===== src/rtl/button_event_decoder.sv =====
// button_event_decoder
//   Turns one debounced button level into single-cycle events (press, release,
//   long-press, auto-repeat) and a held level. Timing is counted in 'enable'
//   ticks from the shared prescaler. All outputs are registered, so each event
//   appears one clk after the edge that samples its cause.
//
// Ports
//   clk            in   system clock, posedge
//   reset          in   synchronous, active-high reset
//   enable         in   one-clk prescaler tick; the counter advances only on it
//   btn_level      in   debounced level, 1 = pressed
//   press_pulse    out  1-clk pulse on an accepted 0->1 transition
//   release_pulse  out  1-clk pulse on a 1->0 transition while a press is active
//   long_pulse     out  1-clk pulse once the press has lasted LONG_TICKS ticks
//   repeat_pulse   out  1-clk pulse every REPEAT_TICKS ticks after long_pulse
//   held           out  1 while a press is active (PRESSED or LONG)
//
// state   | meaning
// --------+-------------------------------------------------------------
// IDLE    | no press active; waiting for a rising edge of btn_level
// PRESSED | press accepted; counting ticks toward LONG_TICKS
// LONG    | long-press reached; counting ticks toward each repeat
module button_event_decoder #(
  parameter int LONG_TICKS   = 1000,
  parameter int REPEAT_TICKS = 200,
  parameter int CNT_W        = 16
) (
  input  logic clk,
  input  logic reset,
  input  logic enable,
  input  logic btn_level,
  output logic press_pulse,
  output logic release_pulse,
  output logic long_pulse,
  output logic repeat_pulse,
  output logic held
);

  typedef enum logic [1:0] {
    IDLE    = 2'd0,
    PRESSED = 2'd1,
    LONG    = 2'd2
  } state_t;

  localparam logic [CNT_W-1:0] LONG_LAST   = CNT_W'(LONG_TICKS - 1);
  localparam logic [CNT_W-1:0] REPEAT_LAST = CNT_W'(REPEAT_TICKS - 1);
  localparam logic [CNT_W-1:0] CNT_ONE     = CNT_W'(1);

  state_t           state_q, state_d;
  logic [CNT_W-1:0] cnt_q, cnt_d;
  logic             btn_q, btn_d;
  logic             press_q, press_d;
  logic             release_q, release_d;
  logic             long_q, long_d;
  logic             repeat_q, repeat_d;
  logic             held_q, held_d;
  logic             rise, fall;

  always_comb begin
    state_d   = state_q;
    cnt_d     = cnt_q;
    btn_d     = btn_level;
    press_d   = 1'b0;
    release_d = 1'b0;
    long_d    = 1'b0;
    repeat_d  = 1'b0;

    rise = btn_level & ~btn_q;
    fall = ~btn_level & btn_q;

    case (state_q)
      IDLE: begin
        // enable is ignored here, so a tick coinciding with the rise is not counted
        if (rise) begin
          state_d = PRESSED;
          press_d = 1'b1;
          cnt_d   = '0;
        end
      end
      PRESSED: begin
        // fall has priority: a tick arriving with the release is dropped
        if (fall) begin
          state_d   = IDLE;
          release_d = 1'b1;
          cnt_d     = '0;
        end else if (enable) begin
          if (cnt_q == LONG_LAST) begin
            state_d = LONG;
            long_d  = 1'b1;
            cnt_d   = '0;
          end else begin
            cnt_d = cnt_q + CNT_ONE;
          end
        end
      end
      LONG: begin
        if (fall) begin
          state_d   = IDLE;
          release_d = 1'b1;
          cnt_d     = '0;
        end else if (enable) begin
          if (cnt_q == REPEAT_LAST) begin
            repeat_d = 1'b1;
            cnt_d    = '0;
          end else begin
            cnt_d = cnt_q + CNT_ONE;
          end
        end
      end
      default: begin
        state_d = IDLE;
        cnt_d   = '0;
      end
    endcase

    held_d = (state_d != IDLE);
  end

  always_ff @(posedge clk) begin
    if (reset) begin
      state_q   <= IDLE;
      cnt_q     <= '0;
      // Treat the button as already pressed so a button held through reset
      // must be released and pressed again before it produces a press.
      btn_q     <= 1'b1;
      press_q   <= 1'b0;
      release_q <= 1'b0;
      long_q    <= 1'b0;
      repeat_q  <= 1'b0;
      held_q    <= 1'b0;
    end else begin
      state_q   <= state_d;
      cnt_q     <= cnt_d;
      btn_q     <= btn_d;
      press_q   <= press_d;
      release_q <= release_d;
      long_q    <= long_d;
      repeat_q  <= repeat_d;
      held_q    <= held_d;
    end
  end

  assign press_pulse   = press_q;
  assign release_pulse = release_q;
  assign long_pulse    = long_q;
  assign repeat_pulse  = repeat_q;
  assign held          = held_q;

endmodule

===== config.mk =====
export PLATFORM = sky130hd
export DESIGN_NAME = button_event_decoder
export DESIGN_NICKNAME = d
export VERILOG_FILES = /design/src/rtl/button_event_decoder.sv
export SDC_FILE = /design/constraint.sdc
export NUM_CORES = 1
export LEC_CHECK = 0
export ABC_AREA = 1
export CAP_MARGIN = 10
export CORE_AREA = 5 5 57 59
export CTS_BUF_LIST = sky130_fd_sc_hd__clkbuf_4 sky130_fd_sc_hd__clkbuf_8
export DETAILED_ROUTE_END_ITERATION = 8
export DIE_AREA = 0 0 62 64
export PLACE_DENSITY = 0.82
export SKIP_CTS_REPAIR_TIMING = 1
export SYNTH_ARGS = -nofsm -noshare
export SYNTH_HDL_FRONTEND = slang
export SYNTH_SLANG_ARGS = --single-unit

===== constraint.sdc =====
create_clock -name clk -period 4.3 [get_ports clk]
set_input_delay 0.43 -clock clk [delete_from_list [all_inputs] [get_ports clk]]
set_output_delay 0.43 -clock clk [all_outputs]
set_load 0.01 [all_outputs]

==> Word level (Yosys, flattened, before mapping) <==
Cells that the tools add are included.
{ "word_totals": {"elab_cells": 51, "input_bits": 4, "ff_bits": 24} }
{ "classes": {"n_reduce_logical": 8, "bitwise": 9, "muxes": 18, "add_sub_neg": 1, "n_eq_ne": 7} }
{ "ops": {"columns": ["cell", "count"], "rows": [
  ["$mux 16", 7],
  ["$pmux 16 s3", 1],
  ["$add 16x1->16 const B", 1],
  ["$eq 16x10->1 const B", 1],
  ["$eq 16x8->1 const B", 1],
  ["$mux 2", 5],
  ["$reduce_or 4->1", 2],
  ["$not 1->1", 7],
  ["$ne 3x3->1 const B", 2],
  ["$pmux 2 s3", 1],
  ["$reduce_or 2->1", 3],
  ["$mux 1", 4],
  ["$reduce_and 3->1", 1],
  ["$and 1x1->1", 2],
  ["$eq 2x1->1 const B", 1],
  ["$eq 2x2->1 const B", 1],
  ["$logic_not 2->1", 1],
  ["$ne 2x2->1 const B", 1],
  ["$reduce_bool 2->1", 1]
]} }

==> Longest topological paths before layout <==
Gate-level depths: netlist of the first run.
{ "logic_depth": {"depth_word": 6, "ltp_mapped": 11, "depth_no_buf": 11} }

==> Worst setup path after synthesis of the first run <==
No wires, ideal clock.
{ "synth_path": {"path_kind": "register to register", "start": "register state_q[0]", "end": "register cnt_q[15]", "arrival_time_ps": 1328, "path_buffers": 1, "path_stages_with_launch": 12, "synth_period_minus_slack_ps": 1447, "path_slack_ps": 2853, "t_required_ps": 4181, "setup_ps": 119, "cell_sequence": "dfxtp_1 inv_1 ha_1 inv_1 nand2_1 nand2_2 nand2_2 nand2_4 buf_6 nand4_1 nand2_1 a21oi_2"} }
{ "synth_between": {"elab_chain_len": 3, "word_cells_on_any_way": 8} }
{ "synth_rtl": {"columns": ["element", "line_no", "rtl"], "rows": [
  ["start, declared", "49", "state_t state_q, state_d;"],
  ["start signal, assigned", "132", "state_q <= state_d;"],
  ["$eq 2x1->1 (tied with other cells)", "71", "case (state_q)"],
  ["$ne 3x3->1 (no line) or $ne 2x2->1 (tied branches)", null, null],
  ["$reduce_and 3->1 (no line)", null, null],
  ["end signal, assigned", "133", "cnt_q <= cnt_d;"],
  ["end, declared", "50", "logic [CNT_W-1:0] cnt_q, cnt_d;"]
]} }
Several ways; a longest one is shown, not always the timed one.
A chain may end at the register's enable or synchronous reset.

==> Worst setup path in the final report of the first run <==
{ "layout_path": {"start": "register state_q[0]", "end": "register cnt_q[7]"} }
The elaborated chain is that of the path after synthesis.

==> insert_results.sql, run 1 <==
INSERT INTO impl_metrics (metric_group, metric, value, unit) VALUES
('clock_tree', 'root_buffer', 'sky130_fd_sc_hd__clkbuf_4', ''),
('synth', 'post_synth_instance_area', '1510', 'µm²'),
('outcome', 'run_status', 'finished clean', ''),
('floorplan', 'boundaryPins', '9', ''),
('grt', 'grt_max_degree', '18', ''),
('floorplan', 'floorplan.core_area', '2660', 'µm²'),
('synth', 'syn_avg_cell_area', '6.79', 'µm²'),
('power_and_ir_drop', 'power_density', '223', 'nW/µm²'),
('final_layout', 'drive_above_1_share', '15.6', '%'),
('sta', 'slew-limit-headroom', '78.3', '%'),
('route', 'wirelength', '2.99', 'mm'),
('power_and_ir_drop', 'comb_power_share', '11.4', '%'),
('clock_tree', 'clkLatencyLatePin', '0.31', 'ns'),
('power_and_ir_drop', 'cell_internal_pwr', '270', 'µW'),
('setup_path', 'critPathMaxFanout', '17', ''),
('power_and_ir_drop', 'power', '364', 'µW'),
('setup_path', 'gate_family_responsible_for_the_most_delay_along_the_worst_path', 'simple AND/OR/NAND/NOR gates', ''),
('route', 'drt-pass1-iter-count', '4', ''),
('sta', 'fin_setup_tns', '0', 'ns'),
('sta', 'timing.clock.skew', '0.00899', 'ns'),
('floorplan', 'die_x', '62', 'µm'),
('setup_path', 'cp_data_arrival_time', '1.97', 'ns'),
('floorplan', 'initial_utilization', '56.6', '%'),
('grt', 'grt_first_pass_wirelength', '5.26', 'mm'),
('synth', 'post_synth_num_cell_types', '26', ''),
('placed_design', 'i_o_buffers', '8', ''),
('grt', 'first_global_vias', '1215', ''),
('placed_design', 'detailed_place.area', '1610', 'µm²'),
('sta', 'timing.final.hold_violations', '0', ''),
('route', 'first_iter_violations', '55', ''),
('hold_path', 'hold_path_class', 'reg2reg', ''),
('final_layout', 'syn2layout_area_growth', '8.14', '%'),
('setup_path', 'worst-r2r-setup-slack', '2.58', 'ns'),
('clock_tree', 'cts.sink_count', '24', ''),
('power_and_ir_drop', 'switching_share', '25.9', '%'),
('setup_path', 'cpMostUsedCell', 'sky130_fd_sc_hd__nand2_1', ''),
('final_layout', 'fin_area', '1630', 'µm²'),
('setup_path', 'critPathKind', 'reg2reg', ''),
('route', 'routedWlPerCell', '11.4', 'µm'),
('setup_path', 'required', '4.56', 'ns'),
('setup_path', 'cp_slowest_cell', 'sky130_fd_sc_hd__dfxtp_1', ''),
('grt', 'gr_ovfl_total', '0', ''),
('synth', 'synth_async_reset_ratio', '0', '%'),
('floorplan', 'dieHeight', '64', 'µm'),
('final_layout', 'antenna_cell_count', '0', ''),
('final_layout', 'layout.core_utilization', '61.2', '%'),
('sta', 'rsz_0062_raised_after_global_routing', 'false', ''),
('placed_design', 'place_congestion', '0.930', ''),
('power_and_ir_drop', 'share_clk_of_total_power', '26.6', '%'),
('synth', 'ys_ff_latch', '24', ''),
('synth', 'synth_edf_count', '0', ''),
('setup_path', 'crit_path_cell_trace', 'inv_1 > ha_1 > inv_1 > nand2_1 > nand2_2 > nand2_2 > nand2_4 > nand2_1 > o21bai_1 > nand2_1 > a21oi_1', ''),
('grt', 'antenna_violations_before_repair', '0', ''),
('route', 'num_vias', '1373', ''),
('power_and_ir_drop', 'seq_power_share', '62.0', '%'),
('power_and_ir_drop', 'power.leakage', '0.000641', 'µW'),
('synth', 'ys_dominant_reg_cell', 'sky130_fd_sc_hd__dfxtp_1', ''),
('sta', 'setup_viol_count_final', '0', ''),
('floorplan', 'die-area', '3970', 'µm²'),
('sta', 'period_needed', '1.72', 'ns'),
('grt', 'grt.total_usage', '17.0', '%'),
('placed_design', 'dp.final_hpwl', '2.33', 'mm'),
('sta', 'tightest_slew', '0.323', 'ns'),
('sta', 'fin_hold_ws', '0.486', 'ns'),
('setup_path', 'end_kind', 'register', ''),
('sta', 'max_freq', '0.583', 'GHz'),
('sta', 'finalMaxSlewViolations', '0', ''),
('clock_tree', 'ctsHtreeMaxLevel', '1', ''),
('clock_tree', 'cts.clk_slew.worst_paths', '0.13', 'ns'),
('route', 'drt.antenna.violating_nets', '0', ''),
('setup_path', 'cp-start-kind', 'register', '');
==> flip-flops by register name, summed over array words and instances, names as in the netlist <==
register	flops
btn_q	1
cnt_q	16
held	1
long_pulse	1
press_pulse	1
release_pulse	1
repeat_pulse	1
state_q	2
==> power groups by stage <==
stage	clock (µW)	combinational (µW)	sequential (µW)
detailed placement	0	41.6	231
global route	112	46.2	226
finish	96.8	41.6	225
global placement	0	41.4	230
CTS	101	41.5	226
floorplan	0	30.9	231
==> final timing paths <==
path / end / cells past startpoint / start
setup reg to reg: cnt_q[7]$_SDFFE_PP0P_ / 11 / state_q[0]$_SDFF_PP0_
hold reg to reg: release_pulse$_SDFF_PP0_ / 2 / btn_q$_SDFF_PP1_
setup / recovery: cnt_q[7]$_SDFFE_PP0P_ / 11 / state_q[0]$_SDFF_PP0_
hold / removal: release_pulse$_SDFF_PP0_ / 2 / btn_q$_SDFF_PP1_
==> synth_stat cells, drive strengths merged, types with 2 or more instances <==
cell / number / share of area [%]
o21ai: 8 / 3.4
dfxtp: 24 / 32
a21oi: 14 / 5.6
o21bai: 6 / 3.5
nand4: 8 / 3.3
nand3: 16 / 6.5
nand2: 73 / 22
ha: 5 / 4.2
nor2: 38 / 11
inv: 25 / 6.2
buf: 2 / 1.2
==> worst min-delay path: cells and delay by family (launching register included) <==
kind / cells / cell delay, ns
AND/OR/NAND/NOR: 2 / 0.10
flip-flops: 1 / 0.36
==> layer usage <==
layer	global-route usage (%)	vias up	routed length, µm
met5	0	-	0
met4	4.24	0	29
met3	3.42	4	133
met2	25.0	27	1340
met1	25.1	609	1490
li1	-	733	-
==> placed cells by master, fill, tap and decap left out, drive strengths merged <==
cell type / n
a21oi: 14
clkbuf: 3
clkdlybuf4s50: 8
clkinv: 1
dfxtp: 24
ha: 5
inv: 25
nand2: 73
nand3: 16
nand4: 8
nor2: 38
nor3: 1
o21ai: 8
o21bai: 6
xor2: 1
==> per-stage QoR <==
stage | worst slack [ns] | cells
2_1_floorplan | 2.85 | 222
3_3_place_gp | 2.44 | 259
3_5_place_dp | 2.41 | 259
4_1_cts | 2.58 | 262
5_1_grt | 2.34 | 262
6_report | 2.58 | 262
==> cells by family after synthesis <==
logic type	synth area share, %
AO/OA/AOI/OAI	12.5
adder cells (fa/ha/maj)	4.15
XOR/XNOR	0.582
flip-flops	31.9
buffers and inverters	7.72
AND/OR/NAND/NOR	43.1
==> area by class of cell <==
class	count	area (µm²)
fillers	265	1030
repair buffers	8	80.1
clock buffers	3	22.5
multi-input cells	170	910
inverters	26	97.6
well taps	31	38.8
flip-flops and latches	24	480
No activity file was read; power rests on OpenSTA's default activity.
==> inputs of run 2 (changes only) <==
CORE_AREA = 5 5 59 61   (was 5 5 57 59)
DIE_AREA = 0 0 64 66   (was 0 0 62 64)
PLACE_DENSITY = 0.8   (was 0.82)
clock period = 1.5 ns   (was 4.3 ns; I/O delays follow)
==> insert_results.sql, run 2 (synthesis gave the netlist of run 1 again) <==
INSERT INTO impl_metrics (metric_group, metric, value, unit) VALUES
('outcome', 'run_status', 'finished with violations', ''),
('outcome', 'violations_in_the_final_reports', 'negative setup slack', ''),
('floorplan', 'boundaryPins', '9', ''),
('route', 'routedWlPerCell', '13.8', 'µm'),
('setup_path', 'required', '1.78', 'ns'),
('grt', 'gr_ovfl_total', '0', ''),
('floorplan', 'fp-row-count', '20', ''),
('route', 'num_vias', '1638', ''),
('sta', 'period_needed', '1.57', 'ns'),
('clock_tree', 'cts.clk_slew.worst_paths', '0.16', 'ns'),
('route', 'first_iter_violations', '99', ''),
('clock_tree', 'clkLatencyLatePin', '0.33', 'ns'),
('sta', 'max_freq', '0.637', 'GHz'),
('final_layout', 'max_flop_register', 'cnt_q', ''),
('clock_tree', 'ctsLongestPathBuffers', '2', ''),
('final_layout', 'fin_area', '2080', 'µm²'),
('hold_path', 'hold-path-cell-count', '2', ''),
('final_layout', 'syn2layout_area_growth', '37.8', '%'),
('sta', 'timing.final.hold_violations', '0', ''),
('floorplan', 'dieHeight', '66', 'µm'),
('sta', 'timing.final.crit_share', '105', '%'),
('setup_path', 'cp-start-kind', 'register', ''),
('final_layout', 'finalNetCount', '274', ''),
('power_and_ir_drop', 'switching_share', '25.9', '%'),
('floorplan', 'floorplan.core_area', '2930', 'µm²'),
('power_and_ir_drop', 'power.leakage', '0.000852', 'µW'),
('power_and_ir_drop', 'comb_power_share', '16.6', '%'),
('placed_design', 'numPlacedInstances', '284', ''),
('setup_path', 'critPathMaxFanout', '8', ''),
('setup_path', 'timing.rr.start', 'state_q[0]$_SDFF_PP0_', ''),
('route', 'drc', '0', ''),
('grt', 'first_global_vias', '1480', ''),
('setup_path', 'r2r_cells', '11', ''),
('route', 'drt-pass1-iter-count', '4', ''),
('placed_design', 'place_congestion', '0.909', ''),
('grt', 'grt.total_usage', '18.2', '%'),
('clock_tree', 'cts.sink_count', '24', ''),
('setup_path', 'worst-r2r-setup-slack', '-0.07', 'ns'),
('clock_tree', 'ctsHtreeMaxLevel', '1', ''),
('sta', 'tightest_slew', '0.497', 'ns'),
('final_layout', 'fin_cells', '297', ''),
('setup_path', 'critPathKind', 'reg2reg', ''),
('sta', 'rsz_0062_raised_after_global_routing', 'true', ''),
('route', 'drt.antenna.violating_nets', '0', ''),
('placed_design', 'detailed_place.area', '1790', 'µm²'),
('sta', 'worst_slack', '-0.0708', 'ns'),
('power_and_ir_drop', 'cell_internal_pwr', '1010', 'µW'),
('power_and_ir_drop', 'peakVddDrop', '503', 'µV'),
('power_and_ir_drop', 'share_clk_of_total_power', '36.2', '%'),
('final_layout', 'layout.cells.most_common', 'sky130_fd_sc_hd__nand2_1', ''),
('power_and_ir_drop', 'power_density', '658', 'nW/µm²'),
('flow_run', 'max_cap_viol_count', '0', ''),
('clock_tree', 'root_buffer', 'sky130_fd_sc_hd__clkbuf_4', ''),
('setup_path', 'rr_endpoint', 'cnt_q[7]$_SDFFE_PP0P_', ''),
('sta', 'timing.clock.skew', '0.0162', 'ns'),
('final_layout', 'antenna_cell_count', '0', ''),
('clock_tree', 'tritoncts', 'built', ''),
('final_layout', 'drive_above_1_share', '36.4', '%'),
('route', 'routed_via_density', '5.52', ''),
('sta', 'setup_viol_count_final', '9', ''),
('route', 'wirelength', '4.11', 'mm'),
('placed_design', 'i_o_buffers', '8', ''),
('power_and_ir_drop', 'seq_power_share', '47.2', '%'),
('hold_path', 'min-delay-start', 'btn_q$_SDFF_PP1_', ''),
('hold_path', 'worst_hold_path.endpoint', 'release_pulse$_SDFF_PP0_', ''),
('floorplan', 'initial_utilization', '51.5', '%'),
('final_layout', 'largest_reg_flops', '16', ''),
('grt', 'grt_max_degree', '16', ''),
('hold_path', 'hold_path_class', 'reg2reg', ''),
('grt', 'antenna_violations_before_repair', '0', ''),
('sta', 'slew-limit-headroom', '66.7', '%'),
('clock_tree', 'cts_buffer_count', '3', ''),
('final_layout', 'leading_registers_by_flop_count', 'cnt_q x16, state_q x2', ''),
('setup_path', 'end_kind', 'register', ''),
('floorplan', 'die-area', '4220', 'µm²'),
('grt', 'grt_first_pass_wirelength', '6.30', 'mm'),
('floorplan', 'die_x', '64', 'µm'),
('setup_path', 'cp_data_arrival_time', '1.85', 'ns'),
('final_layout', 'commonest_cells_after_routing_fill_and_taps_aside', 'sky130_fd_sc_hd__nand2_1 (54), sky130_fd_sc_hd__nor2_1 (33), sky130_fd_sc_hd__buf_4 (29)', ''),
('power_and_ir_drop', 'switching_power', '354', 'µW'),
('sta', 'finalMaxSlewViolations', '0', ''),
('placed_design', 'dp.final_hpwl', '2.67', 'mm');
[run 2: power by group through the flow]
stage / clock (µW) / sequential [µW] / combinational (µW)
after floorplan: 0 / 662 / 88.6
after global placement: 0 / 660 / 168
after detailed placement: 0 / 661 / 171
after CTS: 489 / 647 / 172
after global routing: 525 / 646 / 243
final: 494 / 645 / 227
[run 2: final cells by class]
| cell class | instances | area, µm² |
|---|---|---|
| fill | 224 | 852 |
| multi-input combinational | 171 | 1060 |
| clock buffer | 3 | 22.5 |
| timing repair buffer | 39 | 329 |
| sequential | 24 | 494 |
| tap | 33 | 41.3 |
| clock inverter | 1 | 30.0 |
| inverter | 26 | 103 |
[run 2: worst max-delay path, stage by stage (launching register included)]
cell	delay, ns
sky130_fd_sc_hd__dfxtp_4	0.42
sky130_fd_sc_hd__inv_4	0.05
sky130_fd_sc_hd__ha_4	0.16
sky130_fd_sc_hd__inv_2	0.07
sky130_fd_sc_hd__nand2_2	0.06
sky130_fd_sc_hd__nand2_4	0.10
sky130_fd_sc_hd__nand2_4	0.08
sky130_fd_sc_hd__nand2_8	0.11
sky130_fd_sc_hd__nand2_2	0.08
sky130_fd_sc_hd__o21bai_1	0.19
sky130_fd_sc_hd__nand2_1	0.09
sky130_fd_sc_hd__a21oi_2	0.11
[run 2: how the worst max path moves through the flow]
| stage | start | endpoint |
|---|---|---|
| floorplan | state_q[0]$_SDFF_PP0_ | cnt_q[15]$_SDFFE_PP0P_ |
| finish | state_q[0]$_SDFF_PP0_ | cnt_q[7]$_SDFFE_PP0P_ |
| global route | state_q[0]$_SDFF_PP0_ | cnt_q[13]$_SDFFE_PP0P_ |
| detailed placement | state_q[0]$_SDFF_PP0_ | cnt_q[9]$_SDFFE_PP0P_ |
| CTS | state_q[0]$_SDFF_PP0_ | cnt_q[9]$_SDFFE_PP0P_ |
| global placement | btn_level | cnt_q[9]$_SDFFE_PP0P_ |
[run 2: metal layers]
layer / track usage [%] / vias to the layer above / wire length [µm]
li1: - / 797 / -
met4: 5.71 / 0 / 159
met2: 29.4 / 61 / 1950
met1: 25.2 / 760 / 1760
met3: 2.21 / 20 / 240
met5: 0 / - / 0
[run 2: per-stage QoR]
step                      setup WS, ns  setup TNS [ns]  util, %  hold slack, ns  total power [µW]
after CTS                       -0.183           -1.67     63.1           0.495              1310
after floorplan                 0.0535               0        -           0.222               750
after detailed placement        -0.126           -1.02     61.3           0.476               832
after global routing            -0.185           -1.53     70.9           0.505              1410
after global placement         -0.0800          -0.415     61.3           0.469               829
final                          -0.0708          -0.253     70.9           0.491              1370
==> inputs of run 3 (changes only) <==
TNS_END_PERCENT = 10   (was not set)
==> insert_results.sql, run 3 (synthesis gave the netlist of run 1 again) <==
INSERT INTO impl_metrics (metric_group, metric, value, unit) VALUES
('outcome', 'run_status', 'finished with violations', ''),
('outcome', 'violations_in_the_final_reports', 'negative setup slack', ''),
('clock_tree', 'root_buffer', 'sky130_fd_sc_hd__clkbuf_4', ''),
('floorplan', 'floorplan.core_area', '2930', 'µm²'),
('clock_tree', 'cts.clk_slew.worst_paths', '0.16', 'ns'),
('route', 'drt-pass1-iter-count', '4', ''),
('final_layout', 'leading_registers_by_flop_count', 'cnt_q x16, state_q x2', ''),
('route', 'routed_via_density', '5.38', ''),
('route', 'routed-wl-met2', '1.88', 'mm'),
('floorplan', 'boundaryPins', '9', ''),
('route', 'dr.max_layer_used', 'met4', ''),
('sta', 'timing.final.hold_violations', '0', ''),
('setup_path', 'critPathMaxFanout', '8', ''),
('grt', 'grt.total_usage', '18.2', '%'),
('route', 'routedWlPerCell', '13.4', 'µm'),
('grt', 'grt_max_degree', '16', ''),
('route', 'drc', '0', ''),
('sta', 'worst_slack', '-0.0704', 'ns'),
('route', 'drt.antenna.violating_nets', '0', ''),
('sta', 'period_needed', '1.57', 'ns'),
('setup_path', 'cp_data_arrival_time', '1.85', 'ns'),
('placed_design', 'place_congestion', '0.909', ''),
('route', 'routedLengthMet1', '1.82', 'mm'),
('final_layout', 'layout.cells.most_common', 'sky130_fd_sc_hd__nand2_1', ''),
('clock_tree', 'ctsLongestPathBuffers', '2', ''),
('route', 'wirelength', '3.98', 'mm'),
('grt', 'first_global_vias', '1480', ''),
('sta', 'tightest_slew', '0.504', 'ns'),
('power_and_ir_drop', 'power_density', '672', 'nW/µm²'),
('setup_path', 'max_stage_delay_on_crit_path', '0.42', 'ns'),
('placed_design', 'detailed_place.area', '1790', 'µm²'),
('hold_path', 'hold-path-cell-count', '2', ''),
('final_layout', 'finalNetCount', '274', ''),
('floorplan', 'die-area', '4220', 'µm²'),
('route', 'num_vias', '1599', ''),
('setup_path', 'timing.rr.start', 'state_q[0]$_SDFF_PP0_', ''),
('grt', 'grt_first_pass_wirelength', '6.30', 'mm'),
('final_layout', 'drive_above_1_share', '33.3', '%'),
('setup_path', 'cp_slowest_cell', 'sky130_fd_sc_hd__dfxtp_4', ''),
('setup_path', 'r2r_cells', '12', ''),
('placed_design', 'i_o_buffers', '8', ''),
('sta', 'timing.final.crit_share', '105', '%'),
('hold_path', 'worst_hold_path.endpoint', 'release_pulse$_SDFF_PP0_', ''),
('clock_tree', 'clkLatencyLatePin', '0.34', 'ns'),
('power_and_ir_drop', 'power.leakage', '0.000849', 'µW'),
('final_layout', 'fin_area', '2040', 'µm²'),
('floorplan', 'initial_utilization', '51.5', '%'),
('sta', 'setup_viol_count_final', '5', ''),
('final_layout', 'largest_reg_flops', '16', ''),
('setup_path', 'cp-start-kind', 'register', ''),
('setup_path', 'worst-r2r-setup-slack', '-0.07', 'ns'),
('final_layout', 'register_area', '494', 'µm²'),
('setup_path', 'end_kind', 'register', ''),
('flow_run', 'max_cap_viol_count', '0', ''),
('placed_design', 'dp.final_hpwl', '2.67', 'mm'),
('power_and_ir_drop', 'peakVddDrop', '510', 'µV'),
('sta', 'max_freq', '0.637', 'GHz'),
('grt', 'antenna_violations_before_repair', '0', ''),
('sta', 'rsz_0062_raised_after_global_routing', 'true', ''),
('setup_path', 'rr_endpoint', 'cnt_q[13]$_SDFFE_PP0P_', ''),
('floorplan', 'fp-row-count', '20', ''),
('sta', 'slew-limit-headroom', '66.3', '%'),
('clock_tree', 'ctsHtreeMaxLevel', '1', ''),
('floorplan', 'die_x', '64', 'µm'),
('floorplan', 'dieHeight', '66', 'µm'),
('clock_tree', 'cts_buffer_count', '3', ''),
('final_layout', 'commonest_cells_after_routing_fill_and_taps_aside', 'sky130_fd_sc_hd__nand2_1 (54), sky130_fd_sc_hd__nor2_1 (34), sky130_fd_sc_hd__buf_4 (29)', ''),
('final_layout', 'syn2layout_area_growth', '35.4', '%'),
('sta', 'timing.clock.skew', '0.00934', 'ns'),
('clock_tree', 'cts.sink_count', '24', ''),
('sta', 'fin_hold_ws', '0.491', 'ns'),
('route', 'first_iter_violations', '125', ''),
('final_layout', 'area_of_combinational_cells_with_multiple_inputs', '1020', 'µm²'),
('final_layout', 'antenna_cell_count', '0', ''),
('final_layout', 'max_flop_register', 'cnt_q', ''),
('hold_path', 'hold_path_class', 'reg2reg', ''),
('sta', 'finalMaxSlewViolations', '0', ''),
('clock_tree', 'tritoncts', 'built', ''),
('setup_path', 'critPathKind', 'reg2reg', ''),
('grt', 'gr_ovfl_total', '0', ''),
('setup_path', 'required', '1.78', 'ns'),
('route', 'wl_met3', '184', 'µm'),
('hold_path', 'min-delay-start', 'btn_q$_SDFF_PP1_', ''),
('setup_path', 'crit_path_cell_trace', 'inv_4 > ha_4 > inv_2 > nand2_2 > nand2_4 > nand2_4 > nand2_8 > buf_6 > nand4_1 > nand2_1 > nand2_1 > a21oi_1', ''),
('final_layout', 'filler_cell_count', '223', '');
run 3: area by class of cell:
type | instances | area share (%)
multi-input combinational | 171 | 50.0
clock inverter | 1 | 1.47
sequential | 24 | 24.2
timing repair buffer | 39 | 16.1
inverter | 26 | 5.03
clock buffer | 3 | 1.10
tap | 33 | 2.02
run 3: power breakdown:
group / switching [µW] / internal, µW
Clock: 234 / 270
Sequential: 5.48 / 639
Combinational: 118 / 102
Total: 358 / 1010
run 3: worst max path at each step:
stage	slack [ns]	depth (start not counted)	end	startpoint
after detailed placement	-0.13	11	cnt_q[9]$_SDFFE_PP0P_	state_q[0]$_SDFF_PP0_
after CTS	-0.18	11	cnt_q[9]$_SDFFE_PP0P_	state_q[0]$_SDFF_PP0_
after global placement	-0.08	10	cnt_q[9]$_SDFFE_PP0P_	btn_level
after global routing	-0.17	12	cnt_q[13]$_SDFFE_PP0P_	state_q[0]$_SDFF_PP0_
after floorplan	0.05	11	cnt_q[15]$_SDFFE_PP0P_	state_q[0]$_SDFF_PP0_
final	-0.07	12	cnt_q[13]$_SDFFE_PP0P_	state_q[0]$_SDFF_PP0_
run 3: worst max-delay path: cells and delay by family (launching register included):
family	cells	cell delay (ns)
buf+inv	3	0.25
simple gates	7	0.57
fa+ha+maj	1	0.16
compound gates	1	0.10
flops	1	0.42
run 3: metal layers:
layer / up-vias / GRT usage, %
met4: 0 / 5.71
met2: 54 / 29.4
met1: 735 / 25.2
met5: - / 0
li1: 797 / -
met3: 13 / 2.21
run 3: metrics by stage:
stage	std cells	TNS (ns)	util, %	power, µW	setup slack [ns]
6_report	297	-0.134	69.7	1370	-0.0704
5_1_grt	297	-1.52	69.7	1410	-0.170
4_1_cts	288	-1.67	63.1	1310	-0.183
3_5_place_dp	284	-1.02	61.3	832	-0.126
3_3_place_gp	284	-0.415	61.3	829	-0.0800
2_1_floorplan	222	0	-	750	0.0535
